==> src/rtl/cpu_sequencer_if.sv <==
// Memory request/acknowledge port between the LiteCPU sequencer (master) and the bus (slave).
interface cpu_sequencer_if #(
  parameter int unsigned ADDR_W = 16,
  parameter int unsigned DATA_W = 16
) ();
  logic              mem_req;
  logic              mem_we;
  logic [ADDR_W-1:0] mem_addr;
  logic [DATA_W-1:0] mem_wdata;
  logic [DATA_W-1:0] mem_rdata;
  logic              mem_ack;

  modport master (
    output mem_req, mem_we, mem_addr, mem_wdata,
    input  mem_rdata, mem_ack
  );

  modport slave (
    input  mem_req, mem_we, mem_addr, mem_wdata,
    output mem_rdata, mem_ack
  );
endinterface

==> src/rtl/cpu_sequencer.sv <==
// Multi-cycle fetch/load/calc/store sequencer for the LiteCPU core with a bus-timeout fault trap.
module cpu_sequencer #(
  parameter int unsigned       ADDR_W   = 16,
  parameter int unsigned       DATA_W   = 16,
  parameter int unsigned       MAX_WAIT = 15,
  parameter logic [ADDR_W-1:0] PC_RESET = '0
) (
  input  logic              clk,
  input  logic              rst_n,
  input  logic              run,
  cpu_sequencer_if.master   mem,
  input  logic              dec_load,
  input  logic              dec_store,
  input  logic [ADDR_W-1:0] dec_addr,
  input  logic [DATA_W-1:0] alu_result,
  input  logic              pc_load,
  input  logic [ADDR_W-1:0] pc_target,
  output logic [DATA_W-1:0] ir,
  output logic [DATA_W-1:0] operand,
  output logic [ADDR_W-1:0] pc,
  output logic              calc_en,
  output logic [3:0]        state,
  output logic              fault
);

  localparam int unsigned      WaitW   = (MAX_WAIT > 0) ? $clog2(MAX_WAIT + 1) : 1;
  localparam logic [WaitW-1:0] MaxWait = WaitW'(MAX_WAIT);

  typedef enum logic [3:0] {
    StFetchBegin = 4'd0,
    StFetchIo    = 4'd1,
    StFetchEnd   = 4'd2,
    StExecBegin  = 4'd3,
    StLoadBegin  = 4'd4,
    StLoadIo     = 4'd5,
    StLoadEnd    = 4'd6,
    StCalc       = 4'd7,
    StStoreBegin = 4'd8,
    StStoreIo    = 4'd9,
    StFault      = 4'd10
  } state_e;

  state_e            state_q, state_d;
  logic [ADDR_W-1:0] pc_q, pc_d, addr_q, addr_d, ea_q, ea_d;
  logic [DATA_W-1:0] ir_q, ir_d, operand_q, operand_d, wdata_q, wdata_d;
  logic              store_q, store_d;
  logic [WaitW-1:0]  wait_q, wait_d;
  logic              timeout;

  assign timeout = (MAX_WAIT != 0) && (wait_q == MaxWait);

  always_ff @(posedge clk) begin
    if (!rst_n) begin
      state_q   <= StFetchBegin;
      pc_q      <= PC_RESET;
      addr_q    <= '0;
      ea_q      <= '0;
      ir_q      <= '0;
      operand_q <= '0;
      wdata_q   <= '0;
      store_q   <= 1'b0;
      wait_q    <= '0;
    end else begin
      state_q   <= state_d;
      pc_q      <= pc_d;
      addr_q    <= addr_d;
      ea_q      <= ea_d;
      ir_q      <= ir_d;
      operand_q <= operand_d;
      wdata_q   <= wdata_d;
      store_q   <= store_d;
      wait_q    <= wait_d;
    end
  end

  // wait_d defaults to zero so the counter is clear on every entry into an IO state.
  always_comb begin
    state_d   = state_q;
    pc_d      = pc_q;
    addr_d    = addr_q;
    ea_d      = ea_q;
    ir_d      = ir_q;
    operand_d = operand_q;
    wdata_d   = wdata_q;
    store_d   = store_q;
    wait_d    = '0;
    case (state_q)
      StFetchBegin: begin
        if (run) begin
          addr_d  = pc_q;
          state_d = StFetchIo;
        end
      end
      StFetchIo: begin
        if (mem.mem_ack) begin
          ir_d    = mem.mem_rdata;
          state_d = StFetchEnd;
        end else if (timeout) begin
          state_d = StFault;
        end else begin
          wait_d = wait_q + WaitW'(1);
        end
      end
      StFetchEnd: begin
        pc_d    = pc_q + ADDR_W'(1);
        state_d = StExecBegin;
      end
      StExecBegin: begin
        ea_d    = dec_addr;
        store_d = dec_store;
        state_d = dec_load ? StLoadBegin : StCalc;
      end
      StLoadBegin: begin
        addr_d  = ea_q;
        state_d = StLoadIo;
      end
      StLoadIo: begin
        if (mem.mem_ack) begin
          operand_d = mem.mem_rdata;
          state_d   = StLoadEnd;
        end else if (timeout) begin
          state_d = StFault;
        end else begin
          wait_d = wait_q + WaitW'(1);
        end
      end
      StLoadEnd: state_d = StCalc;
      StCalc: begin
        wdata_d = alu_result;
        if (pc_load) pc_d = pc_target;
        state_d = store_q ? StStoreBegin : StFetchBegin;
      end
      StStoreBegin: begin
        addr_d  = ea_q;
        state_d = StStoreIo;
      end
      StStoreIo: begin
        if (mem.mem_ack) begin
          state_d = StFetchBegin;
        end else if (timeout) begin
          state_d = StFault;
        end else begin
          wait_d = wait_q + WaitW'(1);
        end
      end
      StFault: state_d = StFault;
      default: state_d = StFault;
    endcase
  end

  always_comb begin
    mem.mem_req = 1'b0;
    mem.mem_we  = 1'b0;
    calc_en     = 1'b0;
    fault       = 1'b0;
    case (state_q)
      StFetchIo, StLoadIo: mem.mem_req = 1'b1;
      StStoreIo: begin
        mem.mem_req = 1'b1;
        mem.mem_we  = 1'b1;
      end
      StCalc:  calc_en = 1'b1;
      StFault: fault   = 1'b1;
      default: ;
    endcase
  end

  assign mem.mem_addr  = addr_q;
  assign mem.mem_wdata = wdata_q;
  assign ir            = ir_q;
  assign operand       = operand_q;
  assign pc            = pc_q;
  assign state         = state_q;

endmodule

==> src/flat_wrapper.sv <==
// flat-port wrapper written by rule: the top's interface ports become plain ports
module cpu_sequencer_flat 
#(
  parameter int unsigned       ADDR_W   = 16,
  parameter int unsigned       DATA_W   = 16,
  parameter int unsigned       MAX_WAIT = 15,
  parameter logic [ADDR_W-1:0] PC_RESET = '0
)
  (clk, rst_n, run, dec_load, dec_store, dec_addr, alu_result, pc_load, pc_target, ir, operand, pc, calc_en, state, fault, mem_mem_req, mem_mem_we, mem_mem_addr, mem_mem_wdata, mem_mem_rdata, mem_mem_ack);
  cpu_sequencer_if #(.ADDR_W(ADDR_W), .DATA_W(DATA_W)) mem_i ();
  input  logic clk;
  input  logic rst_n;
  input  logic run;
  input  logic dec_load;
  input  logic dec_store;
  input  logic [ADDR_W-1:0] dec_addr;
  input  logic [DATA_W-1:0] alu_result;
  input  logic pc_load;
  input  logic [ADDR_W-1:0] pc_target;
  output logic [DATA_W-1:0] ir;
  output logic [DATA_W-1:0] operand;
  output logic [ADDR_W-1:0] pc;
  output logic calc_en;
  output logic [3:0] state;
  output logic fault;
  output wire logic [$bits(mem_i.mem_req)-1:0] mem_mem_req;
  output wire logic [$bits(mem_i.mem_we)-1:0] mem_mem_we;
  output wire logic [$bits(mem_i.mem_addr)-1:0] mem_mem_addr;
  output wire logic [$bits(mem_i.mem_wdata)-1:0] mem_mem_wdata;
  input wire logic [$bits(mem_i.mem_rdata)-1:0] mem_mem_rdata;
  input wire logic [$bits(mem_i.mem_ack)-1:0] mem_mem_ack;
  assign mem_mem_req = mem_i.mem_req;
  assign mem_mem_we = mem_i.mem_we;
  assign mem_mem_addr = mem_i.mem_addr;
  assign mem_mem_wdata = mem_i.mem_wdata;
  assign mem_i.mem_rdata = mem_mem_rdata;
  assign mem_i.mem_ack = mem_mem_ack;
  cpu_sequencer #(.ADDR_W(ADDR_W), .DATA_W(DATA_W), .MAX_WAIT(MAX_WAIT), .PC_RESET(PC_RESET)) u_core (.clk(clk), .rst_n(rst_n), .run(run), .mem(mem_i), .dec_load(dec_load), .dec_store(dec_store), .dec_addr(dec_addr), .alu_result(alu_result), .pc_load(pc_load), .pc_target(pc_target), .ir(ir), .operand(operand), .pc(pc), .calc_en(calc_en), .state(state), .fault(fault));
endmodule
==> config.mk <==
export PLATFORM = sky130hd
export DESIGN_NAME = cpu_sequencer_flat
export DESIGN_NICKNAME = d
export VERILOG_FILES = /design/src/rtl/cpu_sequencer_if.sv /design/src/rtl/cpu_sequencer.sv /design/src/flat_wrapper.sv
export SDC_FILE = /design/constraint.sdc
export NUM_CORES = 1
export LEC_CHECK = 0
export CAP_MARGIN = 25
export CORE_ASPECT_RATIO = 1.75
export CORE_MARGIN = 2
export CORE_UTILIZATION = 40
export DETAILED_ROUTE_END_ITERATION = 8
export GPL_TIMING_DRIVEN = 1
export PLACE_DENSITY = 0.77
export SLEW_MARGIN = 30
export SYNTH_ARGS = -nofsm -noshare
export SYNTH_HDL_FRONTEND = slang
export SYNTH_SLANG_ARGS = --single-unit
==> constraint.sdc <==
create_clock -name clk -period 3 [get_ports clk]
set_clock_uncertainty 0.2 [all_clocks]
set_input_delay 0.3 -clock clk [delete_from_list [all_inputs] [get_ports clk]]
set_output_delay 0.3 -clock clk [all_outputs]
set_load 0.01 [all_outputs]
==> reports/results.ini, run 1 <==
[die]
ioPinCount = 159
die_x_um = 84.4
dieArea_mm2 = 0.0122
fp.coreArea_mm2 = 0.0111
start_util_pct = 40.8
fp.dieH_um = 145
num_rows = 51

[min_path]
whs_path_depth = 2
holdCritPathClass = flip-flop to flip-flop
hold_path_end = u_core.ir[3]
worstHoldStart = u_core.ir[3]

[power_and_ir_drop]
power_frac_seq_pct = 47.2
p_comb_share_pct = 10.5
ir_worst_vdd_mv = 0.387
internal-power_uw = 2360
swShare_pct = 23.7
switchingPower_uw = 736
fin_total_pwr_uw = 3100
p_leak_uw = 0.00230
pwr-share-clk_pct = 42.2
power_density_mw_per_mm2 = 481

[logic_synthesis]
syn_inst = 529
synth_nets = 602
ys_ff_latch = 105
synth-edff-count = 0
synth_compound_area_share_pct = 18.0
synth-simple-area-share_pct = 21.1
synthMuxAreaShare_pct = 7.29
synth_seq_area_share_pct = 46.4
netlist_area_mm2 = 0.00453
synth.distinct_cells = 53
synth-warning-count = 0
async_reset_ff_share_pct = 0
avgSynthCellArea_um2 = 8.56
synth_top_family_by_area = simple AND/OR/NAND/NOR gates
synth_adder_area_share_pct = 0.553
ys.flop_type = dfxtp_1
synthXorXnorAreaFrac_pct = 0.580

[worst_setup_path]
cp-start-kind = flip-flop
worstPathArrival_ns = 2.18
crit_path_end_kind = output port
r2r_setup_slack_ns = 0.58
ff2ff_path_depth = 4
worst-setup-path-type = flip-flop to output port
r2r_start = u_core.state[2]
critPathMaxFanout = 18
cp.required_ns = 2.50
reg2reg_to = u_core.mem.mem_addr[12]

[global_route]
antenna_found_initial = 0
grt_overflow = 0
grt_usage_pct = 20.4
grt_max_degree = 51
grt_pass1_vias = 4193
grt_first_pass_wirelength_um = 20300

[placement]
dp_hpwl_um = 9330
gp_congestion = 0.815
io_buffer_count = 158
dp.cells = 786

[cts]
hold_buffers = 0
cts_tree = built
cts_resized = 0
h-tree-depth = 3
clock_path_buffers = 2
post-cts-setup-buffers = 0
clkSinkCount = 105
path_clk_slew_ns = 0.07
root_buffer = clkbuf_16
cts_made_buffers = 9
clock_latency_ns = 0.34

[sta]
finalCritPeriodShare_pct = 89.3
hold_viol_final = 0
timing.fmax_ghz = 0.373
rsz0062_at_grt = false
period_needed_ns = 2.68
max_slew_margin_pct = 38.4
maxSlewViolCount = 0
hold_slack_ns = 0.256
tightest_slew_ns = 0.924
tns_ns = 0
setup_violations = 0

[cells_and_area]
fillerInstances = 1003
finalNetCount = 738
final_common_cell = clkdlybuf4s50_1
layout.cells.non_filler = 802
antenna-diode-count = 0
drive_above_1_share_pct = 5.82
final_cell_mix = clkdlybuf4s50_1 (158), nand2_1 (118), dfxtp_1 (105)
area_growth_pct = 42.3

[drt]
first_pass_iters = 5
wl_um = 12800
vias = 4263
drt_iter0_drc = 229
ant_nets = 0
via_per_inst = 5.32
route.detailed.drc = 0
detail_route.wl_per_cell_um = 15.9

[job]
maxCapViolations = 0

[outcome]
outcome = finished clean

-- worst max-delay path by stage --
| stage | from | to | depth (start not counted) |
|---|---|---|---|
| after floorplan | u_core.state[2] | u_core.operand[10] | 7 |
| after global placement | pc_load | u_core.pc[6] | 5 |
| after detailed placement | u_core.state[2] | u_core.mem.mem_addr[12] | 4 |
| after CTS | u_core.state[0] | calc_en | 3 |
| after global routing | u_core.state[1] | fault | 3 |
| final | u_core.state[0] | calc_en | 3 |
-- logic make-up (layout without fill, tap and decap cells) --
family,count (synthesis),count (layout)
and+or+nand+nor,211,211
AOI/OAI and AO/OA,128,128
DFF,105,105
buffers and inverters,47,188
muxes,33,33
xor gates and xnor gates,3,3
adders and majority gates,2,2
-- Yosys cell counts, types with 3 or more instances --
master / count / area share, %
a31oi_1: 4 / 0.55
buf_6: 5 / 1.2
a221oi_1: 3 / 0.58
nand2_1: 118 / 9.8
clkbuf_1: 16 / 1.3
buf_2: 11 / 1.2
and3_1: 4 / 0.55
o21ai_0: 12 / 1.3
o31a_1: 5 / 0.97
dfxtp_1: 105 / 46
o211ai_1: 3 / 0.50
nor2_1: 44 / 3.6
a21oi_1: 63 / 7.0
nand3_1: 7 / 0.77
and2_1: 7 / 0.97
nor3_1: 4 / 0.44
mux2i_1: 33 / 7.3
a211oi_1: 16 / 2.7
buf_4: 10 / 1.7
o22ai_1: 6 / 0.83
nand4_1: 6 / 0.83
and4_1: 4 / 0.77
-- metrics by stage --
step | util [%] | cell area (um2) | worst slack (ns)
final | 58.0 | 6440 | 0.321
after global routing | 58.0 | 6440 | 0.196
after CTS | 58.0 | 6440 | 0.316
after detailed placement | 55.0 | 6110 | 0.604
after global placement | 55.0 | 6110 | 0.652
after floorplan | - | 4530 | 1.17
-- worst max-delay path, cell delays in order (launching register included) --
cell	delay (ns)
dfxtp_1	0.76
nand4b_4	0.18
inv_2	0.29
clkdlybuf4s50_1	0.60
-- per-layer routing --
| layer | global-route usage, % | vias to the layer above | routed length, um |
|---|---|---|---|
| met5 | 0 | - | 0 |
| met4 | 6.93 | 0 | 250 |
| met3 | 4.31 | 19 | 743 |
| met2 | 38.4 | 149 | 6990 |
| met1 | 22.6 | 1985 | 4790 |
| li1 | - | 2110 | - |
-- area by class of cell --
type                       instances  area (um2)  area share (%)
clock buffer                       9         225            3.49
sequential                       105        2100            32.6
inverter                           4        15.0           0.233
tap                              132         165            2.56
multi-input combinational        377        2160            33.5
clock inverter                     7         108            1.67
timing repair buffer             168        1670            25.9
-- power by group through the flow --
stage | combinational (uW) | sequential (uW) | clock (uW)
floorplan | 125 | 1500 | 0
global placement | 320 | 1490 | 0
detailed placement | 325 | 1500 | 0
CTS | 327 | 1460 | 1330
global route | 353 | 1470 | 1380
finish | 327 | 1460 | 1310
-- flip-flops by register name, indices dropped and copies added (netlist names) --
register / count
u_core.mem.mem_wdata: 16
u_core.operand: 16
u_core.store_q: 1
u_core.mem.mem_addr: 16
u_core.state: 4
u_core.pc: 16
u_core.ea_q: 16
u_core.ir: 16
u_core.wait_q: 4
Power figures use the tool's default switching activity.
==> run 2: changes to the inputs <==
--- a/config.mk
+++ b/config.mk
@@ -7,7 +7,7 @@
 export LEC_CHECK = 0
 export CAP_MARGIN = 25
 export CORE_ASPECT_RATIO = 1.75
-export CORE_MARGIN = 2
+export CORE_MARGIN = 8
 export CORE_UTILIZATION = 40
 export DETAILED_ROUTE_END_ITERATION = 8
 export GPL_TIMING_DRIVEN = 1
==> reports/results.ini, run 2 (synthesized netlist as in run 1, its figures left out) <==
[outcome]
outcome = finished clean

[power_and_ir_drop]
switchingPower_uw = 710
internal-power_uw = 2270
power_density_mw_per_mm2 = 465
p_leak_uw = 0.00228
ir_worst_vdd_mv = 0.444
pwr-share-clk_pct = 39.8
p_comb_share_pct = 11.1
swShare_pct = 23.8
power_frac_seq_pct = 49.2

[worst_setup_path]
slowest_delay_ns = 0.70
crit_chain = nor2b_1, and3b_1, clkdlybuf4s50_1
crit_path_end_kind = output port
crit_path_start = u_core.state[1]
slowest_stage = dfxtp_1
cp.required_ns = 2.50
worst-setup-path-type = flip-flop to output port
worstPathArrival_ns = 2.11
critPathMaxFanout = 15
r2r_start = u_core.state[2]
cp-start-kind = flip-flop

[cts]
path_clk_slew_ns = 0.07
hold_buffers = 0
root_buffer = clkbuf_16
cts_made_buffers = 9
clkSinkCount = 105
h-tree-depth = 3
cts_resized = 0
clock_latency_ns = 0.33
post-cts-setup-buffers = 0
clock_path_buffers = 2
cts_tree = built

[drt]
detail_route.wl_per_cell_um = 17.4
via_per_inst = 5.32
route.detailed.drc = 0
wl_um = 14000
drt_iter0_drc = 270
ant_nets = 0
vias = 4278
first_pass_iters = 5

[sta]
setup_slack_ns = 0.388
max_slew_margin_pct = 36.6
timing.fmax_ghz = 0.383
rsz0062_at_grt = false
maxSlewViolCount = 0
setup_violations = 0
tightest_slew_ns = 0.952
finalCritPeriodShare_pct = 87.1
hold_viol_final = 0
period_needed_ns = 2.61
tns_ns = 0

[die]
die_x_um = 96.4
start_util_pct = 40.8
fp.dieH_um = 157
ioPinCount = 159
num_rows = 51
dieArea_mm2 = 0.0151
fp.coreArea_mm2 = 0.0111

[min_path]
worstHoldStart = u_core.ir[2]
holdCritPathClass = flip-flop to flip-flop

[global_route]
grt_overflow = 0
grt_first_pass_wirelength_um = 21800
grt_pass1_vias = 4358
grt_usage_pct = 18.2
antenna_found_initial = 1
grt_max_degree = 55

[placement]
gp_congestion = 0.815
io_buffer_count = 158
dp_hpwl_um = 10300
pre_cts_ws_ns = 0.552

[cells_and_area]
area_growth_pct = 41.4
final_cell_mix = clkdlybuf4s50_1 (158), nand2_1 (118), dfxtp_1 (105)
finalNetCount = 739
drive_above_1_share_pct = 5.66
final_common_cell = clkdlybuf4s50_1
final_util_pct = 57.7

[job]
maxCapViolations = 0

==> run 2: cell types whose count changed in the layout (fill, tap and decap cells not counted) <==
cell | before | now
clkinvlp_4 | 1 | 2
inv_8 | 2 | 0
inv_6 | 1 | 2
bufinv_16 | 2 | 1
buf_4 | 9 | 11
clkinv_4 | 1 | 0
clkbuf_1 | 0 | 2
diode_2 | 0 | 1
buf_12 | 1 | 0
==> run 2: path summary, 6_finish.rpt <==
path	to	slack, ns	cells after the start
hold / removal	u_core.ir[2]	0.25	2
setup reg to reg	u_core.mem.mem_addr[7]	0.53	4
hold reg to reg	u_core.ir[2]	0.25	2
setup / recovery	fault	0.39	3
==> run 2: final cells by class <==
cell class / count / area [um2]
Sequential cell: 105 / 2100
Timing Repair Buffer: 169 / 1660
Inverter: 4 / 15.0
Multi-Input combinational cell: 377 / 2160
Tap cell: 132 / 165
Clock inverter: 5 / 62.6
Antenna cell: 1 / 2.50
Fill cell: 1004 / 4700
Clock buffer: 11 / 233
==> run 2: power groups by stage <==
stage          logic [uW]  clock network (uW)  registers [uW]
3_3_place_gp          321                   0            1490
2_1_floorplan         125                   0            1500
6_report              329                1180            1460
5_1_grt               355                1250            1470
4_1_cts               330                1200            1460
3_5_place_dp          329                   0            1500
==> run 2: routing by layer <==
layer,global-route usage [%],wire (um),up-vias
met1,17.9,4780,1998
li1,-,-,2103
met3,6.95,1250,26
met5,0,0,-
met2,32.3,7570,151
met4,8.20,408,0
==> run 2: per-stage QoR <==
stage	area (um2)	total power (uW)	hold slack, ns	cells
after floorplan	4530	1620	0.218	529
after CTS	6400	3000	0.255	803
after global routing	6400	3070	0.270	804
final	6400	2980	0.253	804
after global placement	6100	1820	0.228	787
after detailed placement	6100	1830	0.245	787
==> run 2: critical path: cells and delay by family, from the launching register on <==
kind                   cells  cell delay, ns
flip-flops                 1            0.70
buffers and inverters      1            0.55
AND/OR/NAND/NOR            2            0.53
==> run 3: changes to the inputs <==
--- a/config.mk
+++ b/config.mk
@@ -8,10 +8,10 @@
 export CAP_MARGIN = 25
 export CORE_ASPECT_RATIO = 1.75
 export CORE_MARGIN = 8
-export CORE_UTILIZATION = 40
+export CORE_UTILIZATION = 49
 export DETAILED_ROUTE_END_ITERATION = 8
 export GPL_TIMING_DRIVEN = 1
-export PLACE_DENSITY = 0.77
+export PLACE_DENSITY = 0.91
 export SLEW_MARGIN = 30
 export SYNTH_ARGS = -nofsm -noshare
 export SYNTH_HDL_FRONTEND = slang
==> reports/results.ini, run 3 (synthesized netlist as in run 1, its figures left out) <==
[drt]
first_pass_iters = 4
wl_um = 13900
vias = 4366
drt_iter0_drc = 261
route.detailed.drc = 0
detail_route.wl_per_cell_um = 17.7
via_per_inst = 5.53
ant_nets = 0

[power_and_ir_drop]
p_comb_share_pct = 11.4
fin_total_pwr_uw = 2870
power_frac_seq_pct = 51.0
switchingPower_uw = 690
internal-power_uw = 2180
pwr-share-clk_pct = 37.6
p_leak_uw = 0.00226
swShare_pct = 24.1
ir_worst_vdd_mv = 0.464
power_density_mw_per_mm2 = 452

[sta]
finalCritPeriodShare_pct = 89.0
rsz0062_at_grt = false
tns_ns = 0
tightest_slew_ns = 0.916
setup_slack_ns = 0.329
period_needed_ns = 2.67
setup_violations = 0
max_slew_margin_pct = 38.9
maxSlewViolCount = 0
hold_viol_final = 0
timing.fmax_ghz = 0.374

[cts]
path_clk_slew_ns = 0.07
clkSinkCount = 105
cts_resized = 0
root_buffer = clkbuf_16
hold_buffers = 0
clock_path_buffers = 2
cts_made_buffers = 9
post-cts-setup-buffers = 0
clock_latency_ns = 0.34
h-tree-depth = 3
cts_tree = built

[worst_setup_path]
cp.required_ns = 2.50
crit_path_end_kind = output port
worstPathArrival_ns = 2.17
crit_chain = nand4b_4, inv_2, clkdlybuf4s50_1
cp-start-kind = flip-flop
slowest_stage = dfxtp_1
worst-setup-path-type = flip-flop to output port
reg2reg_to = u_core.mem.mem_addr[3]
slowest_delay_ns = 0.75
r2r_setup_slack_ns = 0.54
ff2ff_path_depth = 4
r2r_start = u_core.state[2]
critPathMaxFanout = 19

[cells_and_area]
area_growth_pct = 40.2
final_cell_mix = clkdlybuf4s50_1 (158), nand2_1 (118), dfxtp_1 (105)
final_common_cell = clkdlybuf4s50_1
finalNetCount = 737
drive_above_1_share_pct = 5.53
fillerInstances = 705
antenna-diode-count = 0

[outcome]
outcome = finished clean

[placement]
io_buffer_count = 158
pre_cts_ws_ns = 0.562
dp_hpwl_um = 10500
gp_congestion = 0.866

[min_path]
worstHoldStart = u_core.ea_q[4]
holdCritPathClass = flip-flop to flip-flop
whs_path_depth = 2
hold_path_end = u_core.ea_q[4]

[global_route]
antenna_found_initial = 0
grt_usage_pct = 22.0
grt_first_pass_wirelength_um = 21800
grt_max_degree = 55
grt_overflow = 0
grt_pass1_vias = 4404

[die]
fp.coreArea_mm2 = 0.00904
start_util_pct = 50.1
fp.dieH_um = 143
ioPinCount = 159
dieArea_mm2 = 0.0127
num_rows = 46
die_x_um = 88.7

[job]
maxCapViolations = 0

==> run 3: how the worst max path moves through the flow <==
stage | startpoint | endpoint | slack (ns) | cells after the start
4_1_cts | u_core.state[2] | calc_en | 0.32 | 3
3_5_place_dp | u_core.state[2] | u_core.mem.mem_addr[3] | 0.56 | 4
2_1_floorplan | u_core.state[2] | u_core.operand[10] | 1.17 | 7
5_1_grt | u_core.state[2] | calc_en | 0.21 | 3
3_3_place_gp | pc_load | u_core.pc[6] | 0.65 | 5
6_report | u_core.state[2] | calc_en | 0.33 | 3
==> run 3: per-layer routing <==
layer	vias to the layer above	track usage, %	part of all wire, %
met2	181	39.7	54
met3	33	6.68	8.2
met1	2044	21.5	33
met5	-	0	0
li1	2108	-	-
met4	0	11.3	3.9
==> run 3: area by class of cell <==
cell class	instances	area, um2	share of cell area (%)
Timing Repair Buffer	167	1650	26.0
Multi-Input combinational cell	377	2160	34.0
Sequential cell	105	2100	33.1
Clock buffer	10	229	3.61
Inverter	4	15.0	0.236
Tap cell	120	150	2.36
Clock inverter	6	42.5	0.670
==> run 3: power by group through the flow <==
stage          combinational, uW  sequential [uW]  clock (uW)
3_5_place_dp                 326             1500           0
6_report                     326             1460        1080
4_1_cts                      328             1460        1110
2_1_floorplan                125             1500           0
5_1_grt                      351             1470        1160
3_3_place_gp                 316             1490           0
==> run 3: through the flow <==
| stage | instances | utilization, % | cell area [um2] | hold slack, ns |
|---|---|---|---|---|
| final | 789 | 70.3 | 6350 | 0.254 |
| after global routing | 789 | 70.3 | 6350 | 0.280 |
| after CTS | 789 | 70.2 | 6340 | 0.257 |
| after detailed placement | 773 | 67.2 | 6070 | 0.246 |
| after global placement | 773 | 67.2 | 6070 | 0.228 |
| after floorplan | 529 | - | 4530 | 0.218 |
==> run 3: critical path, delay by kind of cell, from the launching register on <==
family                 cells  cell delay (ns)
buffers and inverters      2             0.92
flip-flops                 1             0.75
AND/OR/NAND/NOR            1             0.16
